**config.mk**
```make
export PLATFORM = sky130hd
export DESIGN_NAME = accumulator_arbiter
export DESIGN_NICKNAME = d
export VERILOG_FILES = /design/src/rtl/accumulator_arbiter.sv
export SDC_FILE = /design/constraint.sdc
export NUM_CORES = 1
export LEC_CHECK = 0
export CAP_MARGIN = 25
export CORE_ASPECT_RATIO = 1.1
export CORE_MARGIN = 4
export CORE_UTILIZATION = 37
export CTS_CLUSTER_DIAMETER = 150
export DETAILED_ROUTE_END_ITERATION = 8
export DONT_BUFFER_PORTS = 1
export PLACE_DENSITY = 0.48
export SETUP_SLACK_MARGIN = 0.5
export SLEW_MARGIN = 25
export SYNTH_ARGS = -nofsm -noshare
export SYNTH_HDL_FRONTEND = slang
export SYNTH_SLANG_ARGS = --single-unit
```
**constraint.sdc**
```tcl
create_clock -name clk -period 3.9 [get_ports clk]
set_clock_uncertainty 0.2 [all_clocks]
set_input_delay 1.17 -clock clk [delete_from_list [all_inputs] [get_ports clk]]
set_output_delay 1.17 -clock clk [all_outputs]
set_load 0.01 [all_outputs]
```
**src/rtl/accumulator_arbiter.sv**
```systemverilog
// Round-robin arbiter that shares one serial accumulator among r requesters.
// A granted requester's k words are parked on acc_din, the accumulator is
// kicked with a single acc_pl pulse, and the returned sum is handed back
// with a one-cycle ack (or a one-cycle err if the accumulator never finishes).
// All outputs are registered. Decisions are made on the next state so that
// each output is valid in the same cycle as the state that owns it.
module accumulator_arbiter #(
    parameter int m       = 4,
    parameter int n       = 2,
    parameter int k       = 4,
    parameter int r       = 4,
    parameter int TIMEOUT = 64
) (
    input  logic                      clk,
    input  logic                      rstn,
    input  logic [r-1:0]              req,
    input  logic [r*(m+n)*k-1:0]      req_data,
    output logic [r-1:0]              ack,
    output logic [r-1:0]              err,
    output logic [m+n+k-2:0]          result,
    output logic                      busy,
    output logic [$clog2(r)-1:0]      grant_id,
    output logic [(m+n)*k-1:0]        acc_din,
    output logic                      acc_pl,
    input  logic                      acc_ready,
    input  logic [m+n+k-2:0]          acc_sum
);

    localparam int WW = m + n;            // width of one input word
    localparam int DW = WW * k;           // width of one requester's job
    localparam int SW = m + n + k - 1;    // width of the accumulated sum
    localparam int GW = $clog2(r);        // width of a requester index
    localparam int CW = $clog2(TIMEOUT);  // holds 0 .. TIMEOUT-1

    typedef enum logic [2:0] {
        S_IDLE    = 3'd0,
        S_LOAD    = 3'd1,
        S_WAIT_LO = 3'd2,
        S_WAIT_HI = 3'd3,
        S_RESP    = 3'd4
    } state_t;

    state_t          state_q, state_d;
    logic [CW-1:0]   cnt_q, cnt_d;
    logic [GW-1:0]   ptr_q, ptr_d;
    logic [GW-1:0]   grant_q, grant_d;
    logic [DW-1:0]   din_q, din_d;
    logic [SW-1:0]   result_q, result_d;
    logic [r-1:0]    ack_q, ack_d;
    logic [r-1:0]    err_q, err_d;
    logic            pl_q, pl_d;
    logic            busy_q, busy_d;

    logic            any_req_s;
    logic [GW-1:0]   sel_s;
    logic            timeout_s;
    logic [r-1:0]    grant_onehot_s;
    logic [GW-1:0]   next_ptr_s;

    // Index of the requester found 'off' steps after the priority pointer, modulo r.
    function automatic logic [GW-1:0] rr_idx(input logic [GW-1:0] p, input int off);
        int t;
        t = (int'(p) + off) % r;
        return GW'(t);
    endfunction

    // One-hot decode of a requester index onto the r-bit ack/err vectors.
    function automatic logic [r-1:0] onehot(input logic [GW-1:0] idx);
        return r'(1'b1) << idx;
    endfunction

    assign any_req_s      = |req;
    assign grant_onehot_s = onehot(grant_q);
    assign next_ptr_s     = (grant_q == GW'(r - 1)) ? {GW{1'b0}} : grant_q + GW'(1);

    // Round-robin search: walk from ptr+r-1 down to ptr so the closest set bit to ptr wins.
    always_comb begin
        sel_s = ptr_q;
        for (int off = r - 1; off >= 0; off--) begin
            sel_s = req[rr_idx(ptr_q, off)] ? rr_idx(ptr_q, off) : sel_s;
        end
    end

    // State register.
    always_ff @(posedge clk or negedge rstn) begin
        if (!rstn) begin
            state_q <= S_IDLE;
        end else begin
            state_q <= state_d;
        end
    end

    // Next-state logic, including the wait-phase timeout abort.
    always_comb begin
        state_d   = state_q;
        timeout_s = 1'b0;
        case (state_q)
            S_IDLE: begin
                if (any_req_s) begin
                    state_d = S_LOAD;
                end else begin
                    state_d = S_IDLE;
                end
            end
            S_LOAD: begin
                state_d = S_WAIT_LO;
            end
            S_WAIT_LO: begin
                if (!acc_ready) begin
                    state_d = S_WAIT_HI;
                end else if (cnt_q == CW'(TIMEOUT - 1)) begin
                    state_d   = S_IDLE;
                    timeout_s = 1'b1;
                end else begin
                    state_d = S_WAIT_LO;
                end
            end
            S_WAIT_HI: begin
                if (acc_ready) begin
                    state_d = S_RESP;
                end else if (cnt_q == CW'(TIMEOUT - 1)) begin
                    state_d   = S_IDLE;
                    timeout_s = 1'b1;
                end else begin
                    state_d = S_WAIT_HI;
                end
            end
            S_RESP: begin
                state_d = S_IDLE;
            end
            default: begin
                state_d = S_IDLE;
            end
        endcase
    end

    // Output and datapath next values; pulses are keyed to the state being entered.
    always_comb begin
        cnt_d    = cnt_q;
        ptr_d    = ptr_q;
        grant_d  = grant_q;
        din_d    = din_q;
        result_d = result_q;
        ack_d    = {r{1'b0}};
        err_d    = {r{1'b0}};
        pl_d     = (state_d == S_LOAD);
        busy_d   = (state_d != S_IDLE);
        case (state_q)
            S_IDLE: begin
                if (any_req_s) begin
                    grant_d = sel_s;
                    din_d   = req_data[int'(sel_s)*DW +: DW];
                end else begin
                    grant_d = grant_q;
                    din_d   = din_q;
                end
            end
            S_LOAD: begin
                cnt_d = {CW{1'b0}};
            end
            S_WAIT_LO: begin
                if (!acc_ready) begin
                    cnt_d = cnt_q + CW'(1);
                end else if (timeout_s) begin
                    err_d = grant_onehot_s;
                    ptr_d = next_ptr_s;
                    cnt_d = {CW{1'b0}};
                end else begin
                    cnt_d = cnt_q + CW'(1);
                end
            end
            S_WAIT_HI: begin
                if (acc_ready) begin
                    result_d = acc_sum;
                    ack_d    = grant_onehot_s;
                end else if (timeout_s) begin
                    err_d = grant_onehot_s;
                    ptr_d = next_ptr_s;
                    cnt_d = {CW{1'b0}};
                end else begin
                    cnt_d = cnt_q + CW'(1);
                end
            end
            S_RESP: begin
                ptr_d = next_ptr_s;
            end
            default: begin
                cnt_d = {CW{1'b0}};
            end
        endcase
    end

    // Datapath and output registers; a mid-job reset simply drops the job.
    always_ff @(posedge clk or negedge rstn) begin
        if (!rstn) begin
            cnt_q    <= {CW{1'b0}};
            ptr_q    <= {GW{1'b0}};
            grant_q  <= {GW{1'b0}};
            din_q    <= {DW{1'b0}};
            result_q <= {SW{1'b0}};
            ack_q    <= {r{1'b0}};
            err_q    <= {r{1'b0}};
            pl_q     <= 1'b0;
            busy_q   <= 1'b0;
        end else begin
            cnt_q    <= cnt_d;
            ptr_q    <= ptr_d;
            grant_q  <= grant_d;
            din_q    <= din_d;
            result_q <= result_d;
            ack_q    <= ack_d;
            err_q    <= err_d;
            pl_q     <= pl_d;
            busy_q   <= busy_d;
        end
    end

    assign ack      = ack_q;
    assign err      = err_q;
    assign result   = result_q;
    assign busy     = busy_q;
    assign grant_id = grant_q;
    assign acc_din  = din_q;
    assign acc_pl   = pl_q;

endmodule
```
* After elaboration in Yosys (flattened, before gate mapping)
Cells that the tools add are included.
** Storage, ports and cells
- Register bits :: 56
- Word-level logic and storage cells :: 78
- Output and inout bits :: 45
** Cells by class
- Muxes and demuxes :: 37
- Multiply operators :: 1
- Equality and inequality tests :: 9
- Bitwise gates (word level) :: 1
- $add $sub $neg :: 5
- Magnitude comparators :: 4
- Reductions and logical operators :: 9
- Shift operators :: 2
** Operators by type and width (number)
- $shiftx 96x8->24 :: 1
- $mux 2 :: 11
- $mux 4 :: 5
- $mux 6 :: 3
- $pmux 6 s3 :: 1
- $lt 2x3->1 const B :: 4
- $pmux 3 s4 :: 1
- $bmux 1 s2 :: 4
- $mux 1 :: 8
- $pmux 4 s2 :: 1
- $add 6x1->6 const B :: 1
- $eq 3x1->1 const B :: 2
- $eq 3x2->1 const B :: 2
- $eq 6x6->1 const B :: 1
- $pmux 2 s3 :: 1
- $reduce_and 2->1 :: 3
- $reduce_bool 3->1 :: 2
- $add 2x1->2 const B :: 2
- $add 2x2->2 const B :: 2
- $mul 2x2->4 const B :: 1
- $ne 2x2->1 const B :: 2
- $reduce_or 4->1 :: 1
- $shl 1x2->4 const A :: 1
- $eq 3x3->1 const B :: 1
- 7 further kinds :: 7

* Depth between registers and ports, before layout
Gate-level depths: netlist (run 1).
- Depth after elaboration :: 9
- Mapped depth :: 7
- Mapped depth without buffers :: 6

* Worst setup path after synthesis (run 1)
No wires, ideal clock.
- Path type :: input to register
- From :: input req[1]
- To :: register din_q[4], in the netlist acc_din[4]
- Required time :: 3.562 ns
- Setup slack :: 1.306 ns
- Library setup time :: 0.138 ns
- Cell stages on the path :: 6
- Data arrival time :: 2.257 ns
- Cells stage by stage :: or4_4 -> nand3b_4 -> inv_2 -> nand2_1 -> buf_2 -> o221ai_1
** Between the ends
- Cells in the longest elaborated chain, start to end :: 8
- Elaborated cells between the ends (all ways) :: 16
- Those cells by class :: mul (1); shift (1); mux (12); reduce/logical (2)
** Ends and longest elaborated chain
- start: declaration :: line 16 : input logic [r-1:0] req,
- $bmux 1 s2 :: line 80 : sel_s = req[rr_idx(ptr_q, off)] ? rr_idx(ptr_q, off) : sel_s;
- $mux 1 (implied by the code) :: line 80
- $mux 2 (4 in series) :: line 80
- $mul 2x2->4 :: line 152 : din_d = req_data[int'(sel_s)*DW +: DW];
- $shiftx 96x8->24 :: line 152
- end signal: assignment :: line 199 : din_q <= {DW{1'b0}};
- end signal: assignment :: line 209 : din_q <= din_d;
- end: declaration :: line 47 : logic [DW-1:0] din_q, din_d;
Several ways; a longest one is shown, not always the timed one. The select of a mux whose other input is x is not followed.
A chain may end at the register's enable or synchronous reset.

* Worst setup path in the final report (run 1)
- From :: input req[0]
- To :: register din_q[1], in the netlist acc_din[1]
The elaborated chain is that of the path after synthesis.

==> metrics.log, run 1 <==
[metrics] clock tree from TritonCTS: done
[metrics] relative area change from synthesis to final layout: 6.14%
[metrics] max-cap violations: 0
[metrics] share of the yosys chip area belonging to registers: 46.8%
[metrics] Synth top area share: 46.8%
[metrics] wire per inst: 17.9 um
[metrics] top cells by instance count after synthesis: dfrtp_1, nand2_1, mux2i_1, nor2_1, o221ai_1
[metrics] required time worst endpoint: 3850 ps
[metrics] maximum number of pins on one net before global-route repair: 57
[metrics] count of warnings emitted by yosys: 0
[metrics] Fmax: 365 MHz
[metrics] setup slack, reg-to-reg: 1570 ps
[metrics] Die H: ~100 um
[metrics] Ports: 157
[metrics] effective utilization at floorplan: 37.9%
[metrics] syn nets: 398
[metrics] post-CTS setup buffer count: 0
[metrics] worst slew margin relative to its limit: between 40% and 50%
[metrics] number of pins exceeding their max-slew limit in the final report: 0
[metrics] count of unresolved DRC violations after routing: 0
[metrics] vias in the first global route: about 2.1k
[metrics] quantity of gates resized following cts: 0
[metrics] total negative setup slack: 0 ps
[metrics] length of the first detailed-routing pass in iterations: 4
[metrics] critical path arrival: 2690 ps
[metrics] antenna violations before repair: 0
[metrics] number of different library cells in the post-synthesis netlist: 40
[metrics] clock network latency to the later pin of the worst-skew pair: 310 ps
[metrics] number of cells produced by synthesis: roughly 280
[metrics] register clock-pin slew on the reported worst setup and hold paths: 110 ps
[metrics] Synth Register Bits: 56
[metrics] outcome: finished, final reports clean
[metrics] standard cell core area: about 7900 sq um
[metrics] number of endpoints with negative hold slack in the final report: 0
[metrics] Final Cycle Share: 70.2%
[metrics] syn avg cell area: 10.7 sq um
[metrics] cell area after placement: 3080 sq um
[metrics] final estimated routing congestion in global placement: between 0.6 and 0.7
[metrics] total clock buffers created by CTS: 5
[metrics] library cell with the largest summed area after synthesis: dfrtp_1
[metrics] unrepaired setup endpoints after global routing: no
[metrics] Final Critical Period: 2740 ps
[metrics] number of rows in the core area: 34
[metrics] worst hold path type: flip-flop to flip-flop
[metrics] nets: between 300 and 400
[metrics] sort of element at the start of the critical path: input pin
[metrics] via count: 2097
[metrics] final wirelength: around 7 mm
[metrics] post-layout instance area: about 3200 sq um
[metrics] Max Buffers Root-to-Sink: 2
[metrics] most area-consuming cells after synthesis: dfrtp_1, mux2i_1, nand2_1, a221oi_2, o221ai_1
[metrics] die width: 93.8 um
[metrics] biggest fanout along the worst timing path: 13
[metrics] count of hold buffers inserted by post-cts repair: 0
[metrics] Post-synth EDFFs: 0
[metrics] detailed placer's ending HPWL: 5.07 mm
[metrics] GRT Total Usage: 13.8%
[metrics] Antenna Diode Count: 0
[metrics] Setup Crit Path Kind: input pin to flip-flop
[metrics] top_reg_cell synth: dfrtp_1
[metrics] Sinks on Clock Net: 56
[metrics] DR vias/cell: 5.45
[metrics] number of violations reported at the end of detailed-routing iteration 0: between 100 and 150
[metrics] number of failing setup endpoints in the final timing report: 0
[metrics] IO buf count: 0
[metrics] share of synthesized registers carrying an async set or reset: 100%
[metrics] most frequent cell after synthesis: dfrtp_1
[metrics] remaining antenna violation count after routing: 0
[metrics] Clock Root Buffer: clkbuf_8
[metrics] Power Density: 746 nW/um^2
[metrics] GR Overflow Total: 0
[metrics] global-route wire length before repair: 10.5 mm
[metrics] Finished Core Util: 40.2%
[metrics] leakage power summed over all cells: 1.53 nW
[metrics] Least-Margin Pin Slew: slightly above 800 ps
[metrics] netlist area before placement: 3000 sq um
[metrics] layout cell share with drive strength beyond 1: 10.5%
[metrics] kind of capture point of the worst setup path: flip-flop
[metrics] Die Area: 9600 sq um
[metrics] number of H-tree levels: 2
[metrics] worst supply voltage drop on vdd: 0.382 mV
==> placed cells by master, fill, tap and decap left out, drive strengths merged, types with 2 or more instances in the layout <==
master and count:
dfrtp 56, nand2 49, mux2i 48, nor2 22, a221oi 13, o221ai 11, and2 10, o21ai 8
inv 7, a21oi 6, clkbuf 6, nor2b 5, ha 5, nand2b 3, nand3 3, a31oi 2
xor2 2, and3 2, nor3 2, mux2 2, a21o 2, buf 2
==> metrics by stage <==
stage / setup slack [ps] / hold slack [ps] / instances / total power, W
floorplan: 1310 / 268 / 281 / 0.00187
detailed placement: 742 / 301 / 377 / 0.00207
global placement: 736 / 301 / 377 / 0.00205
global route: 980 / 311 / 385 / 0.00258
CTS: 1080 / 322 / 385 / 0.00243
finish: 1160 / 326 / 385 / 0.00237
==> critical path, stage by stage <==
cell and delay [ps]:
nor2b_1 120, a2111o_1 420, and2_1 180, nor2_2 620
a221oi_1 180
==> registers in the layout (all words and copies together) (netlist names) <==
name and flops:
acc_din 24, result 9, cnt_q 6, ack 4, err 4, state_q 3
grant_id 2, ptr_q 2, acc_pl 1, busy 1
==> final cells by class <==
type	instances	area (sq um)
clock buffers	6	82.6
clock inverters	2	17.5
fillers	792	4730
inverters	5	18.8
multi-input cells	206	1500
flip-flops and latches	56	1400
well taps	108	135
repair buffers	2	27.5
==> layer usage <==
metal	track usage, %	routed length (um)	vias up
met2	23.2	3230	104
li1	-	-	998
met3	4.86	748	6
met5	0	0	-
met4	4.00	74	0
met1	16.7	2820	989
==> power by group <==
part           internal, W  total, W  switching (W)  leakage, nW
combinational     0.000412  0.000938       0.000526        0.787
clock             0.000149  0.000352       0.000203       0.0522
sequential        0.000806   0.00108       0.000278        0.693
total              0.00137   0.00237        0.00101         1.53
==> logic make-up (layout without fill, tap and decap cells) <==
kind of cell    count (synthesis)  count (layout)  share of synthesized area, %
buf+inv                        19              15                          3.55
xor+xnor                        2               2                         0.585
flops                          56              56                          46.8
fa+ha+maj                       5               5                          2.09
compound gates                 49              49                          14.6
mux                            50              50                          16.8
simple gates                  100             100                          15.7
==> worst paths after layout <==
kind	from	end	cells past startpoint
hold reg to reg	cnt_q[1]	cnt_q[1]	2
min in group asynchronous	rstn	acc_din[23]	0
hold / removal	cnt_q[1]	cnt_q[1]	2
setup reg to reg	state_q[0]	acc_din[17]	5
setup / recovery	req[0]	acc_din[1]	5
max in group asynchronous	rstn	acc_din[8]	0
Power figures use the tool's default switching activity.
==> inputs of run 2 (changes only) <==
clock period = 2.8 ns   (was 3.9 ns; I/O delays follow)
==> run 2 against run 1 <==
Total power rose by 40%. Setup slack worse by 560 ps. Core utilization grew 0.65 points. Hold slack worse by 190 ps. Register-to-register slack lost 920 ps. Clock power rose by 26%. Critical path type unchanged. Critical endpoint is now acc_din[0]. Largest cell class unchanged.
==> metrics.log, run 2 (synthesized netlist as in run 1, its figures left out) <==
[metrics] number of H-tree levels: 2 (unchanged)
[metrics] total negative setup slack: 0 ps (unchanged)
[metrics] switching portion of total power: 42.9% (+0.50 points)
[metrics] number of failing setup endpoints in the final timing report: 0 (unchanged)
[metrics] Critical Path, Cell by Cell: nor2b_1 > a2111o_1 > and2_1 > nor2_4 > a221oi_1
[metrics] Antenna Diode Count: 0 (unchanged)
[metrics] commonest cells after routing, fill and taps aside: dfrtp_1, mux2i_1, nand2_1
[metrics] maximum number of pins on one net before global-route repair: 50 (-12%)
[metrics] required time worst endpoint: 2760 ps (-1090 ps)
[metrics] GR Overflow Total: 0 (unchanged)
[metrics] post-route non-filler standard cell count: 388 (+0.78%)
[metrics] via count: 2099 (+0.095%)
[metrics] Setup Crit Path Kind: input pin to flip-flop
[metrics] critical path's slowest cell: a2111o_1
[metrics] wire per inst: 17.7 um (-0.79%)
[metrics] count of unresolved DRC violations after routing: 0 (unchanged)
[metrics] part of the power in the clock network: 13.3% (-1.5 points)
[metrics] critical path arrival: 2160 ps (-530 ps)
[metrics] length of the first detailed-routing pass in iterations: 4 (unchanged)
[metrics] Ports: 157 (unchanged)
[metrics] Final Cycle Share: between 70% and 80%
[metrics] clock network latency to the later pin of the worst-skew pair: 310 ps (about the same)
[metrics] sort of element at the start of the critical path: input pin
[metrics] leakage power summed over all cells: 1.55 nW (+0.86%)
[metrics] Internal Dissipation: 0.00189 W (+38%)
[metrics] relative area change from synthesis to final layout: 7.85%
[metrics] share of power burned in registers: 45.8% (+0.2 points)
[metrics] unrepaired setup endpoints after global routing: no
[metrics] number of rows in the core area: 34 (unchanged)
[metrics] Final Worst Setup Slack: 598 ps (-563 ps)
[metrics] biggest fanout along the worst timing path: 13 (unchanged)
[metrics] Max Buffers Root-to-Sink: 2 (unchanged)
[metrics] Clock Root Buffer: clkbuf_8
[metrics] worst path bufs/invs: 0 (unchanged)
[metrics] Die H: 102 um (unchanged)
[metrics] global-route wire length before repair: 10.3 mm (-1.6%)
[metrics] layout cell share with drive strength beyond 1: 11.8% (+1.3 points)
[metrics] final wirelength: 6.88 mm (about the same)
[metrics] detailed placer's ending HPWL: 5.06 mm (about the same)
[metrics] vias in the first global route: 2051 (-0.77%)
[metrics] Worst path max stage delay: 450 ps (-170 ps)
[metrics] antenna violations before repair: 0 (unchanged)
[metrics] nets: 397 (+1.0%)
[metrics] number of flip-flops under the largest register name: 24 (unchanged)
[metrics] number of fill cells in the layout: 791 (-0.13%)
[metrics] Power Density: 1030 nW/um^2 (+37%)
[metrics] register clock-pin slew on the reported worst setup and hold paths: 100 ps (about the same)
[metrics] worst setup timing slack at the placement stage: 7.09 ps (-735 ps)
[metrics] number of violations reported at the end of detailed-routing iteration 0: 54 (-61%)
[metrics] IO buf count: 0 (unchanged)
[metrics] worst slew margin relative to its limit: 45.7% (-0.20 points)
[metrics] CP delay by family, top: simple AND/OR/NAND/NOR gates
[metrics] remaining antenna violation count after routing: 0 (unchanged)
[metrics] max-cap violations: 0 (unchanged)
[metrics] Sinks on Clock Net: 56 (unchanged)
[metrics] standard cell core area: 7910 sq um (unchanged)
[metrics] worst hold path type: input pin to async pin
[metrics] final estimated routing congestion in global placement: 0.713 (+2.1%)
[metrics] Die Area: 9600 sq um (unchanged)
[metrics] combinational cell fraction of total power: 40.8% (+1.3 points)
[metrics] sequential cell area: 1400 sq um (unchanged)
[metrics] Fmax: 454 MHz
[metrics] total clock buffers created by CTS: 5 (unchanged)
[metrics] dpl cells: 378 (+0.27%)
[metrics] effective utilization at floorplan: 37.9% (unchanged)
[metrics] GRT Total Usage: 13.5% (-0.25 points)
[metrics] Final Critical Period: 2200 ps
[metrics] worst supply voltage drop on vdd: 0.448 mV (+17%)
[metrics] number of endpoints with negative hold slack in the final report: 0 (unchanged)
[metrics] area used by multi-input combinational logic: 1520 sq um (+1.3%)
[metrics] die width: 93.8 um (unchanged)
[metrics] clock tree from TritonCTS: done
[metrics] switching power: 0.00142 W (+41%)
[metrics] Least-Margin Pin Slew: 812 ps (+1.21 ps)
[metrics] post-CTS setup buffer count: 0 (unchanged)
[metrics] number of pins exceeding their max-slew limit in the final report: 0 (unchanged)
[metrics] most common library cell in the layout ignoring fill and taps: dfrtp_1
[metrics] kind of capture point of the worst setup path: flip-flop
[metrics] overall power consumption: 0.00331 W (+40%)
[metrics] DR vias/cell: 5.41 (-0.68%)
[metrics] outcome: finished, final reports clean
-- run 2: final timing paths --
path | startpoint | endpoint | slack (ps) | cells past startpoint
worst max-delay path | req[0] | acc_din[0] | 600 | 5
worst min-delay path | rstn | ack[0] | 140 | 1
worst max register to register | cnt_q[0] | ptr_q[1] | 650 | 6
worst min register to register | cnt_q[1] | cnt_q[1] | 320 | 2
max in group asynchronous | rstn | state_q[1] | 1050 | 1
min in group clk | cnt_q[1] | cnt_q[1] | 320 | 2
-- run 2: worst register-to-register path: stages, from the launching register on --
cell	delay, ps
dfrtp_1	420
ha_1	250
and4_1	230
and2_1	200
and3_1	240
a21oi_2	170
mux2_2	340
-- run 2: metrics by stage --
step / utilization, % / hold WS [ps] / area (sq um)
after detailed placement: 39.0 / 309 / 3090
final: 40.8 / 135 / 3230
after global routing: 40.8 / 125 / 3230
after global placement: 39.0 / 301 / 3090
after floorplan: - / 268 / 3000
after CTS: 40.4 / 4.43 / 3190
-- run 2: final cells by class --
cell class	instances	area share (%)
clock inverters	2	0.503
flip-flops and latches	56	43.4
well taps	108	4.18
repair buffers	6	2.32
clock buffers	5	2.13
multi-input cells	206	46.9
inverters	5	0.581
-- run 2: routing by layer --
layer	routed length, um	part of all wire [%]	vias up	GRT usage (%)
met3	704	10	4	3.68
met2	3280	48	105	22.4
met4	48	0.70	0	3.33
li1	-	-	1005	-
met1	2850	41	985	17.6
met5	0	0	-	0
-- run 2: what timing repair did --
action                                  4_1_cts  5_1_grt
hold buffers                                  1        2
gates resized for setup                       2        3
endpoints found under the setup margin       13       13
hold endpoints to repair                     17       27
-- run 2: power groups by stage --
stage | registers, W | clock network (W) | logic, W
after floorplan | 0.00143 | 0 | 0.00117
after global placement | 0.00155 | 0 | 0.00132
after detailed placement | 0.00154 | 0 | 0.00135
after CTS | 0.00153 | 0.000467 | 0.00136
after global routing | 0.00156 | 0.000498 | 0.00154
final | 0.00152 | 0.000442 | 0.00135
==> inputs of run 3 (changes only) <==
PLACE_DENSITY = 0.5   (was 0.48)
clock period = 2 ns   (was 2.8 ns; I/O delays follow)
==> run 3 against run 2 <==
The run now ends with negative hold slack left. Cell count up 9.8%. Non-clock buffer count up 37. Flip-flop and latch count unchanged. Sequential power up 39%. Total power up 73%. Critical path depth up 2. Final area up 21%. Wire length up 13%. Sequential share of layout area down 7.4 points. Register-to-register slack worse by 530 ps. Hold slack worse by 370 ps. Critical path type is now flip-flop to flip-flop. Largest cell class unchanged.
==> metrics.log, run 3 (synthesized netlist as in run 1, its figures left out) <==
[metrics] outcome: finished, violations left
[metrics] violated checks: negative hold slack
[metrics] Reg2Reg Launch Point: ptr_q[0]
[metrics] most common library cell in the layout ignoring fill and taps: dfrtp_1
[metrics] Worst R2R Path Depth: 7 (+1)
[metrics] layout cell share with drive strength beyond 1: 40.6% (+29 points)
[metrics] biggest fanout along the worst timing path: 6 (-7)
[metrics] number of failing setup endpoints in the final timing report: 0 (unchanged)
[metrics] met3 Resource Use GR: 4.49% (+0.81 points)
[metrics] nets: 434 (+9.3%)
[metrics] antenna violations before repair: 0 (unchanged)
[metrics] Sinks on Clock Net: 56 (unchanged)
[metrics] met2 usage: 26.4% (+4.0 points)
[metrics] worst setup timing slack at the placement stage: -348 ps (-355 ps)
[metrics] final hold slack: -235 ps (-371 ps)
[metrics] Ports: 157 (unchanged)
[metrics] Final Critical Period: 1880 ps
[metrics] number of endpoints with negative hold slack in the final report: 56 (+56)
[metrics] length of the first detailed-routing pass in iterations: 4 (unchanged)
[metrics] total clock buffers created by CTS: 5 (unchanged)
[metrics] required time worst endpoint: 2020 ps (-740 ps)
[metrics] Global Route met1 Usage: 18.3% (+0.71 points)
[metrics] wire per inst: 18.2 um (+2.8%)
[metrics] standard cell core area: 7910 sq um (unchanged)
[metrics] number of rows in the core area: 34 (unchanged)
[metrics] number of flip-flops under the largest register name: 24 (unchanged)
[metrics] number of violations reported at the end of detailed-routing iteration 0: 84 (+56%)
[metrics] register clock-pin slew on the reported worst setup and hold paths: 110 ps (about the same)
[metrics] effective utilization at floorplan: 37.9% (unchanged)
[metrics] Clock Root Buffer: clkbuf_8
[metrics] Fmax: 531 MHz
[metrics] busiest layer in global routing: met2
[metrics] number of H-tree levels: 2 (unchanged)
[metrics] relative area change from synthesis to final layout: 30.6%
[metrics] worst hold path type: input pin to async pin
[metrics] unrepaired setup endpoints after global routing: yes
[metrics] Final Worst Setup Slack: 116 ps (-482 ps)
[metrics] cell area after placement: 3240 sq um (+4.8%)
[metrics] kind of capture point of the worst setup path: flip-flop
[metrics] sort of element at the start of the critical path: flip-flop
[metrics] Least-Margin Pin Slew: 492 ps (-320 ps)
[metrics] setup slack, reg-to-reg: 120 ps (-530 ps)
[metrics] dpl cells: 391 (+3.4%)
[metrics] Setup Crit Path Kind: flip-flop to flip-flop
[metrics] DR vias/cell: 5.39 (-0.42%)
[metrics] Die Area: 9600 sq um (unchanged)
[metrics] clock network latency to the later pin of the worst-skew pair: 310 ps (about the same)
[metrics] GR Overflow Total: 0 (unchanged)
[metrics] worst slew margin relative to its limit: 67.1% (+21 points)
[metrics] maximum number of pins on one net before global-route repair: 57 (+14%)
[metrics] global-route wire length before repair: 11.4 mm (+11%)
[metrics] final wirelength: 7.76 mm (+13%)
[metrics] leakage power summed over all cells: 1.79 nW (+16%)
[metrics] Final Cycle Share: about 94%
[metrics] Max Buffers Root-to-Sink: 2 (unchanged)
[metrics] reg-to-reg critical path endpoint: acc_din[19]
[metrics] overall power consumption: 0.00572 W (+73%)
[metrics] vias in the first global route: 2299 (+12%)
[metrics] commonest cells after routing, fill and taps aside: dfrtp_1, nand2_1, mux2i_1
[metrics] post-layout instance area: 3910 sq um (+21%)
[metrics] number of fill cells in the layout: 762 (-3.7%)
[metrics] detailed placer's ending HPWL: 5.14 mm (+1.4%)
[metrics] clock tree from TritonCTS: done
[metrics] Power Density: 1460 nW/um^2 (+43%)
[metrics] GRT Total Usage: 15.2% (+1.7 points)
[metrics] max-cap violations: 0 (unchanged)
[metrics] post-route non-filler standard cell count: 426 (+9.8%)
[metrics] final estimated routing congestion in global placement: 0.698 (-2.1%)
[metrics] remaining antenna violation count after routing: 0 (unchanged)
[metrics] Antenna Diode Count: 0 (unchanged)
[metrics] die width: 93.8 um (unchanged)
[metrics] worst supply voltage drop on vdd: 0.525 mV (+17%)
[metrics] number of pins exceeding their max-slew limit in the final report: 0 (unchanged)
[metrics] Die H: 102 um (unchanged)
[metrics] critical path arrival: 1900 ps (-260 ps)
[metrics] count of unresolved DRC violations after routing: 0 (unchanged)
[metrics] IO buf count: 0 (unchanged)
[metrics] via count: 2295 (+9.3%)
-- run 3: cell count changes in the layout (fill, tap and decap cells not counted), sizes merged --
| cell | delta |
|---|---|
| clkbuf | +2 |
| dlygate4sd3 | -2 |
| clkinv | +2 |
| inv | -1 |
| buf | +37 |
-- run 3: report_power, final --
part           internal [W]  switching [W]  total [W]
logic               0.00159        0.00137    0.00296
clock network      0.000252       0.000396   0.000648
registers           0.00158       0.000530    0.00211
total               0.00342        0.00230    0.00572
-- run 3: critical path, stage by stage (launching register included) --
cell	delay (ps)
dfrtp_2	470
nor2b_2	70
o21ai_2	160
o211ai_4	110
buf_12	160
clkbuf_16	160
mux2i_4	180
a221oi_2	270
-- run 3: metrics by stage --
step           setup TNS, ps  utilization [%]  hold WS, ps
6_report                   0             49.4         -235
5_1_grt                    0             49.4         -273
4_1_cts                    0             46.6         -252
3_5_place_dp           -4560             40.9          106
3_3_place_gp           -4130             40.9          106
2_1_floorplan          -77.0                -          104
-- run 3: worst max path at each step --
stage	start	to
finish	ptr_q[0]	acc_din[19]
global route	ptr_q[0]	acc_din[19]
CTS	ptr_q[1]	acc_din[3]
detailed placement	req[2]	acc_din[1]
global placement	req[2]	acc_din[1]
floorplan	req[1]	acc_din[23]
-- run 3: per-layer routing --
layer / share of wire (%) / wire length [um] / up-vias
met5: 0 / 0 / -
met4: 0.86 / 67 / 0
met3: 9.2 / 716 / 5
met2: 50 / 3850 / 109
met1: 40 / 3130 / 1101
li1: - / - / 1080
-- run 3: cell type report --
type	instances	area [sq um]	share of cell area, %
inverters	5	22.5	0.576
repair buffers	43	524	13.4
clock buffers	5	68.8	1.76
well taps	108	135	3.45
clock inverters	3	22.5	0.576
flip-flops and latches	56	1410	36.0
multi-input cells	206	1730	44.3
-- run 3: timing repair --
action                                  CTS  global route
cloned                                    2             2
pin swaps                                20            14
hold endpoints to repair                 56            56
gates resized for setup                  43            42
setup buffers                            22             1
endpoints found under the setup margin  101           100
